===== src/rtl/boot_link_pkg.sv =====
// Shared constants, state encoding and frame sizing for the UART bootloader link.
// Build option: BOOT_INIT_CHECKSUM_EN appends an XOR check byte to each frame and reply.
package boot_link_pkg;

  localparam logic [7:0] SYNC_BYTE = 8'hA5;
  localparam logic [7:0] CMD_WRITE = 8'h57;
  localparam logic [7:0] CMD_READ  = 8'h52;

`ifdef BOOT_INIT_CHECKSUM_EN
  localparam int REPLY_BYTES = 5;
`else
  localparam int REPLY_BYTES = 4;
`endif

  typedef enum logic [1:0] {
    ST_IDLE,
    ST_SEND,
    ST_RECV,
    ST_DONE
  } state_e;

  // Number of bytes the initiator transmits for one request.
  function automatic logic [3:0] frame_len(input logic is_write);
    logic [3:0] n;
    n = is_write ? 4'd8 : 4'd4;
`ifdef BOOT_INIT_CHECKSUM_EN
    n = n + 4'd1;
`endif
    return n;
  endfunction

endpackage


===== src/rtl/boot_uart_tx_byte.sv =====
// 8N1 byte serialiser with its own baud counter; a start on the done cycle chains bytes gap-free.
module boot_uart_tx_byte #(
  parameter int CLKS_PER_BIT = 434
) (
  input  logic       clk,
  input  logic       rst_n,
  input  logic       start_i,
  input  logic [7:0] data_i,
  output logic       tx_o,
  output logic       done_o
);

  localparam int CNT_W = $clog2(CLKS_PER_BIT);

  logic             busy_q, busy_d;
  logic [9:0]       shreg_q, shreg_d;
  logic [3:0]       bit_q, bit_d;
  logic [CNT_W-1:0] cnt_q, cnt_d;

  assign done_o = busy_q && (bit_q == 4'd9) && (cnt_q == CNT_W'(CLKS_PER_BIT - 1));
  assign tx_o   = busy_q ? shreg_q[0] : 1'b1;

  // NOTE: every combinational output gets a default first so no path leaves it unassigned (no latch).
  always_comb begin
    busy_d  = busy_q;
    shreg_d = shreg_q;
    bit_d   = bit_q;
    cnt_d   = cnt_q;
    if (busy_q) begin
      if (cnt_q == CNT_W'(CLKS_PER_BIT - 1)) begin
        cnt_d = '0;
        if (bit_q == 4'd9) begin
          busy_d = 1'b0;
        end else begin
          bit_d   = bit_q + 4'd1;
          shreg_d = {1'b1, shreg_q[9:1]};
        end
      end else begin
        cnt_d = cnt_q + 1'b1;
      end
    end
    if (start_i && (!busy_q || done_o)) begin
      busy_d  = 1'b1;
      shreg_d = {1'b1, data_i, 1'b0};
      bit_d   = 4'd0;
      cnt_d   = '0;
    end
  end

  // NOTE: state registers use non-blocking assignments so all flops update together at the edge.
  always_ff @(posedge clk or negedge rst_n) begin
    if (!rst_n) begin
      busy_q  <= 1'b0;
      shreg_q <= '1;
      bit_q   <= 4'd0;
      cnt_q   <= '0;
    end else begin
      busy_q  <= busy_d;
      shreg_q <= shreg_d;
      bit_q   <= bit_d;
      cnt_q   <= cnt_d;
    end
  end

endmodule


===== src/rtl/boot_uart_initiator.sv =====
// Host-side bootloader initiator: frames word requests onto tx, collects read replies from rx.
// Build option: BOOT_INIT_CHECKSUM_EN adds the XOR check byte on both directions.
module boot_uart_initiator
  import boot_link_pkg::*;
#(
  parameter int CLK_FREQ     = 50_000_000,
  parameter int BAUD_RATE    = 115200,
  parameter int ADDR_WIDTH   = 10,
  parameter int DATA_WIDTH   = 32,
  parameter int TIMEOUT_BITS = 64
) (
  input  logic                  clk,
  input  logic                  rst_n,
  input  logic                  req_valid,
  output logic                  req_ready,
  input  logic                  req_write,
  input  logic [ADDR_WIDTH-1:0] req_addr,
  input  logic [DATA_WIDTH-1:0] req_wdata,
  output logic                  rsp_valid,
  output logic [DATA_WIDTH-1:0] rsp_rdata,
  output logic                  rsp_err,
  output logic                  busy,
  output logic                  tx,
  input  logic                  rx
);

  localparam int CLKS_PER_BIT = CLK_FREQ / BAUD_RATE;
  localparam int HALF_BIT     = CLKS_PER_BIT / 2;
  localparam int TO_CYCLES    = TIMEOUT_BITS * CLKS_PER_BIT;
  localparam int CNT_W        = $clog2(CLKS_PER_BIT);
  localparam int TO_W         = $clog2(TO_CYCLES + 1);

  state_e                state_q, state_d;
  logic                  write_q, write_d;
  logic [15:0]           addr_q, addr_d;
  logic [DATA_WIDTH-1:0] wdata_q, wdata_d;
  logic [3:0]            idx_q, idx_d;
  logic                  kick_q, kick_d;
  logic                  err_q, err_d;
  logic [DATA_WIDTH-1:0] rdata_q, rdata_d, acc_q, acc_d;
  logic                  rx_s1_q, rx_s2_q, rx_s3_q;
  logic                  rx_act_q, rx_act_d;
  logic [CNT_W-1:0]      rx_cnt_q, rx_cnt_d;
  logic [3:0]            rx_bit_q, rx_bit_d;
  logic [7:0]            rx_sh_q, rx_sh_d;
  logic [2:0]            rx_k_q, rx_k_d;
  logic [TO_W-1:0]       to_q, to_d;

  logic       tx_start, tx_done, rx_fall;
  logic [7:0] tx_byte;
  logic [3:0] last_idx, send_idx;

  assign req_ready = (state_q == ST_IDLE);
  assign busy      = (state_q != ST_IDLE);
  assign rsp_valid = (state_q == ST_DONE);
  assign rsp_err   = (state_q == ST_DONE) && err_q;
  assign rsp_rdata = rdata_q;
  assign rx_fall   = rx_s3_q && !rx_s2_q;

`ifdef BOOT_INIT_CHECKSUM_EN
  logic [7:0] frame_csum;
  assign frame_csum = SYNC_BYTE ^ (write_q ? CMD_WRITE : CMD_READ) ^ addr_q[15:8] ^ addr_q[7:0]
                    ^ (write_q ? (wdata_q[7:0] ^ wdata_q[15:8] ^ wdata_q[23:16] ^ wdata_q[31:24])
                               : 8'h00);
`endif

  // Byte to launch now: index 0 on the kick cycle, otherwise the one after the byte finishing.
  always_comb begin
    last_idx = frame_len(write_q) - 4'd1;
    send_idx = kick_q ? 4'd0 : idx_q + 4'd1;
    tx_byte  = 8'h00;
    case (send_idx)
      4'd0:    tx_byte = SYNC_BYTE;
      4'd1:    tx_byte = write_q ? CMD_WRITE : CMD_READ;
      4'd2:    tx_byte = addr_q[15:8];
      4'd3:    tx_byte = addr_q[7:0];
      4'd4:    tx_byte = wdata_q[7:0];
      4'd5:    tx_byte = wdata_q[15:8];
      4'd6:    tx_byte = wdata_q[23:16];
      4'd7:    tx_byte = wdata_q[31:24];
      default: tx_byte = 8'h00;
    endcase
`ifdef BOOT_INIT_CHECKSUM_EN
    if (send_idx == last_idx) tx_byte = frame_csum;
`endif
  end

  always_comb begin
    state_d  = state_q;
    write_d  = write_q;
    addr_d   = addr_q;
    wdata_d  = wdata_q;
    idx_d    = idx_q;
    kick_d   = 1'b0;
    err_d    = err_q;
    rdata_d  = rdata_q;
    acc_d    = acc_q;
    rx_act_d = rx_act_q;
    rx_cnt_d = rx_cnt_q;
    rx_bit_d = rx_bit_q;
    rx_sh_d  = rx_sh_q;
    rx_k_d   = rx_k_q;
    to_d     = to_q;
    tx_start = 1'b0;
    case (state_q)
      ST_IDLE: begin
        if (req_valid) begin
          write_d = req_write;
          addr_d  = 16'(req_addr);
          wdata_d = req_wdata;
          kick_d  = 1'b1;
          err_d   = 1'b0;
          state_d = ST_SEND;
        end
      end
      ST_SEND: begin
        if (kick_q || (tx_done && (idx_q != last_idx))) begin
          tx_start = 1'b1;
          idx_d    = send_idx;
        end else if (tx_done) begin
          if (write_q) begin
            state_d = ST_DONE;
          end else begin
            state_d  = ST_RECV;
            to_d     = TO_W'(TO_CYCLES);
            rx_act_d = 1'b0;
            rx_k_d   = 3'd0;
          end
        end
      end
      ST_RECV: begin
        if (!rx_act_q) begin
          if (to_q == '0) begin
            err_d   = 1'b1;
            state_d = ST_DONE;
          end else begin
            to_d = to_q - 1'b1;
            if (rx_fall) begin
              rx_act_d = 1'b1;
              rx_cnt_d = CNT_W'(HALF_BIT - 1);
              rx_bit_d = 4'd0;
            end
          end
        end else if (rx_cnt_q != '0) begin
          rx_cnt_d = rx_cnt_q - 1'b1;
        end else begin
          rx_cnt_d = CNT_W'(CLKS_PER_BIT - 1);
          rx_bit_d = rx_bit_q + 4'd1;
          if (rx_bit_q == 4'd0) begin
            if (rx_s2_q) rx_act_d = 1'b0;  // start bit gone high: glitch, rearm
          end else if (rx_bit_q != 4'd9) begin
            rx_sh_d = {rx_s2_q, rx_sh_q[7:1]};
          end else begin
            rx_act_d = 1'b0;
            to_d     = TO_W'(TO_CYCLES);
            rx_k_d   = rx_k_q + 3'd1;
            if (!rx_s2_q) begin
              err_d   = 1'b1;
              state_d = ST_DONE;
            end else if (rx_k_q == 3'(REPLY_BYTES - 1)) begin
              state_d = ST_DONE;
`ifdef BOOT_INIT_CHECKSUM_EN
              if (rx_sh_q == (acc_q[7:0] ^ acc_q[15:8] ^ acc_q[23:16] ^ acc_q[31:24]))
                rdata_d = acc_q;
              else
                err_d = 1'b1;
`else
              rdata_d = {rx_sh_q, acc_q[DATA_WIDTH-1:8]};
`endif
            end else begin
              acc_d = {rx_sh_q, acc_q[DATA_WIDTH-1:8]};
            end
          end
        end
      end
      ST_DONE: state_d = ST_IDLE;
      default: state_d = ST_IDLE;
    endcase
  end

  boot_uart_tx_byte #(
    .CLKS_PER_BIT(CLKS_PER_BIT)
  ) u_tx (
    .clk    (clk),
    .rst_n  (rst_n),
    .start_i(tx_start),
    .data_i (tx_byte),
    .tx_o   (tx),
    .done_o (tx_done)
  );

  always_ff @(posedge clk or negedge rst_n) begin
    if (!rst_n) begin
      state_q  <= ST_IDLE;
      write_q  <= 1'b0;
      addr_q   <= '0;
      wdata_q  <= '0;
      idx_q    <= 4'd0;
      kick_q   <= 1'b0;
      err_q    <= 1'b0;
      rdata_q  <= '0;
      acc_q    <= '0;
      rx_s1_q  <= 1'b1;
      rx_s2_q  <= 1'b1;
      rx_s3_q  <= 1'b1;
      rx_act_q <= 1'b0;
      rx_cnt_q <= '0;
      rx_bit_q <= 4'd0;
      rx_sh_q  <= 8'h00;
      rx_k_q   <= 3'd0;
      to_q     <= '0;
    end else begin
      state_q  <= state_d;
      write_q  <= write_d;
      addr_q   <= addr_d;
      wdata_q  <= wdata_d;
      idx_q    <= idx_d;
      kick_q   <= kick_d;
      err_q    <= err_d;
      rdata_q  <= rdata_d;
      acc_q    <= acc_d;
      rx_s1_q  <= rx;
      rx_s2_q  <= rx_s1_q;
      rx_s3_q  <= rx_s2_q;
      rx_act_q <= rx_act_d;
      rx_cnt_q <= rx_cnt_d;
      rx_bit_q <= rx_bit_d;
      rx_sh_q  <= rx_sh_d;
      rx_k_q   <= rx_k_d;
      to_q     <= to_d;
    end
  end

endmodule


===== config.mk =====
export PLATFORM = sky130hd
export DESIGN_NAME = boot_uart_initiator
export DESIGN_NICKNAME = d
export VERILOG_FILES = /design/src/rtl/boot_link_pkg.sv /design/src/rtl/boot_uart_tx_byte.sv /design/src/rtl/boot_uart_initiator.sv
export SDC_FILE = /design/constraint.sdc
export NUM_CORES = 1
export LEC_CHECK = 0
export CORE_MARGIN = 10
export CORE_UTILIZATION = 57
export DETAILED_ROUTE_END_ITERATION = 16
export PLACE_DENSITY = 0.8
export SETUP_SLACK_MARGIN = 0.02
export SYNTH_ARGS = -nofsm -noshare
export SYNTH_HDL_FRONTEND = slang
export SYNTH_SLANG_ARGS = --single-unit

===== constraint.sdc =====
create_clock -name clk -period 2.9 [get_ports clk]
set_input_delay 0.58 -clock clk [delete_from_list [all_inputs] [get_ports clk]]
set_output_delay 0.58 -clock clk [all_outputs]
set_load 0.01 [all_outputs]

==> results.yml <==
sta:
  finClkSkew_ps: 8.122
  tightestPinTransition_ps: 833.6
  max_freq_mhz: 397.0
  rsz0062_at_grt: "false"
  setup_violations: 0
  period_minus_slack_ps: 2519
  relSlewSlack: 0.4392
  tns_ps: 0
  hold_viol: 0
  slew_viol_final: 0
  final.period_utilization: 0.8685
pwr:
  p_leak_nw: 4.661
  powerDensity_mw_per_mm2: 490.8
  finalPower_mw: 4.800
  peakVddDrop_mv: 0.3682
clock_network:
  cts_made_buffers: 17
  cts_tree: "yes"
  clk-insertion-delay-late_ps: 430
  clock_sinks: 173
  post_cts_buffers: 0
  clk_pin_slew_ps: 70
  cts_root_buf: "clkbuf_16"
  postCtsHoldBufs: 0
  cts_max_level: 4
  cts_buffer_depth: 2
  cts_resized: 0
min_path:
  hp-class: "in -> async"
detailed_routing:
  vias_per_cell: 6.023
  drc: 0
  via_count: 5830
  firstDrtPassIters: 6
  drt_iter0_drc: 507
  wire_per_inst_um: 18.57
  wirelength_um: 17970
  ant_nets: 0
yosys:
  synth_area_per_cell_um2: 11.83
  synth_edf_count: 0
  ys_seq_area_frac: 0.5328
  ys_ff_latch: 173
  ys_warn_count: 0
  synth_nets: 752
  synth_ff_type: "dfrtp_1"
  synthCells: 689
  yosysTopAreaCellShare: 0.4942
  synthTopCellsByArea: "dfrtp_1, mux2_2, mux2_1, dfstp_2, nand2_1"
  synth_cell_types: 69
  yosys.area.top_type: "dfrtp_1"
  synth.cell_area_mm2: 0.008153
  synthArstFlopShare: 1.000
grt:
  grt_pass1_wl_um: 30100
  grt_usage: 0.1850
  grt_start_max_net_pins: 55
  overflow: 0
  antenna_found_initial: 0
  grt_pass1_vias: 5996
die:
  core_mm2: 0.01393
  num_rows: 43
  die_area_mm2: 0.01949
  die-width_um: 139.6
  initial_core_util: 0.5851
  io_pins: 84
  die_h_um: 139.6
critical_path:
  crit_fanout: 5
  cp-end-kind: "primary output"
  cp-start-kind: "flip-flop"
  required_ps: 2320
  crit_type: "reg -> out"
  crit_arrival_ps: 1940
placement:
  place_hpwl_um: 13020
  gp_congestion: 0.9033
  numPortBuffers: 83
cells_and_area:
  drive_gt1_frac: 0.2043
  diodes: 0
  post-route-util: 0.7019
  fin_nets: 838
  layout-area-overhead-vs-synth_pct: 19.97
status:
  status: "finished clean"
run:
  drv_cap: 0
[Yosys cell counts, types with 6 or more instances]
library cell and count:
a21oi_1 16, a31oi_1 9, and3_1 7, buf_2 11, clkbuf_1 14, dfrtp_1 161, dfstp_2 12, ha_1 16
inv_1 19, mux2_1 32, mux2_2 79, mux2i_1 9, nand2_1 58, nand2b_1 11, nand3_1 15, nand4_1 9
nor2_1 40, nor2b_1 7, nor3_1 12, nor3b_1 6, nor4_1 10, o21ai_0 34, o31ai_1 6, xnor2_1 7
xor2_1 7
[per-layer routing]
metal	wire, um	GRT usage
met1	7415	0.2239
met3	1097	0.04559
met2	8997	0.3105
met5	0	0
met4	461	0.07283
[final timing paths]
| check | from | slack, ps | depth (start not counted) | end |
|---|---|---|---|---|
| hold reg to reg | rx_s1_q | 360 | 0 | rx_s2_q |
| max in group asynchronous | rst_n | 1980 | 2 | rx_s2_q |
| hold / removal | rst_n | 90 | 1 | u_tx.cnt_q[8] |
| setup / recovery | state_q[0] | 380 | 4 | busy |
| min in group clk | rx_s1_q | 360 | 0 | rx_s2_q |
| setup reg to reg | state_q[0] | 430 | 7 | rsp_rdata[30] |
[cells by family (layout without fill, tap and decap cells)]
group                      count (synthesis)  in the layout  share of synthesized area
adders and majority gates                 16             16                    0.02455
xor gates and xnor gates                  14             14                    0.01504
AOI/OAI and AO/OA                        109            109                    0.09147
buffers and inverters                     47            146                    0.02425
DFF                                      173            173                     0.5328
and+or+nand+nor                          208            208                     0.1420
muxes                                    122            122                     0.1699
[state kept, by name, summed over array words and instances, names as in the netlist]
register and cells:
rx_s2_q 1, u_tx.busy_q 1, rsp_rdata 32, acc_q 24, rx_s3_q 1, rx_cnt_q 9
addr_q 10, state_q 2, idx_q 4, kick_q 1, u_tx.cnt_q 9, u_tx.shreg_q 9
to_q 15, rx_k_q 3, rx_bit_q 4, u_tx.bit_q 4, rx_act_q 1, rx_sh_q 8
wdata_q 32, err_q 1, rx_s1_q 1, write_q 1
[through the flow]
stage	hold WS (ps)	instances	worst slack (ps)	area [um^2]
floorplan	284.4	689	831.4	8153
global placement	345.7	936	675.2	9185
detailed placement	347.5	936	513.9	9185
CTS	93.96	968	347.6	9781
global route	109.1	968	269.6	9781
finish	86.04	968	381.4	9781
[critical path, stage by stage (launching register included)]
cell             delay, ps
dfrtp_1                420
inv_1                  110
ha_1                   310
inv_1                  110
clkdlybuf4s50_1        570
[power by group]
part	switching [mW]	internal (mW)
Combinational	0.0596	0.0616
Sequential	0.00172	2.42
Clock	1.03	1.23
[placed cells by master, fill, tap and decap left out, drive strengths merged, types with 3 or more instances in the layout]
cell type        n
a21o             4
a21oi           17
a221oi           4
a22oi            3
a31oi            9
a32oi            3
and2             3
and3             7
buf             12
clkbuf          17
clkdlybuf4s50   82
clkinv           4
dfrtp          161
dfstp           12
ha              16
inv             29
mux2           111
mux2i            9
nand2           58
nand2b          11
nand3           16
nand3b           4
nand4           11
nor2            41
nor2b            7
nor3            16
nor3b            7
nor4            14
o21ai           38
o22ai            4
o31ai            6
or3              4
xnor2            7
xor2             7
[layout make-up]
class / instances / area [um^2]
multi-input cells: 469 / 3613
fillers: 937 / 4154
flip-flops and latches: 173 / 4344
repair buffers: 94 / 927.1
well taps: 180 / 225.2
clock buffers: 17 / 425.4
inverters: 20 / 75.07
clock inverters: 15 / 170.2
Power figures use the tool's default switching activity.
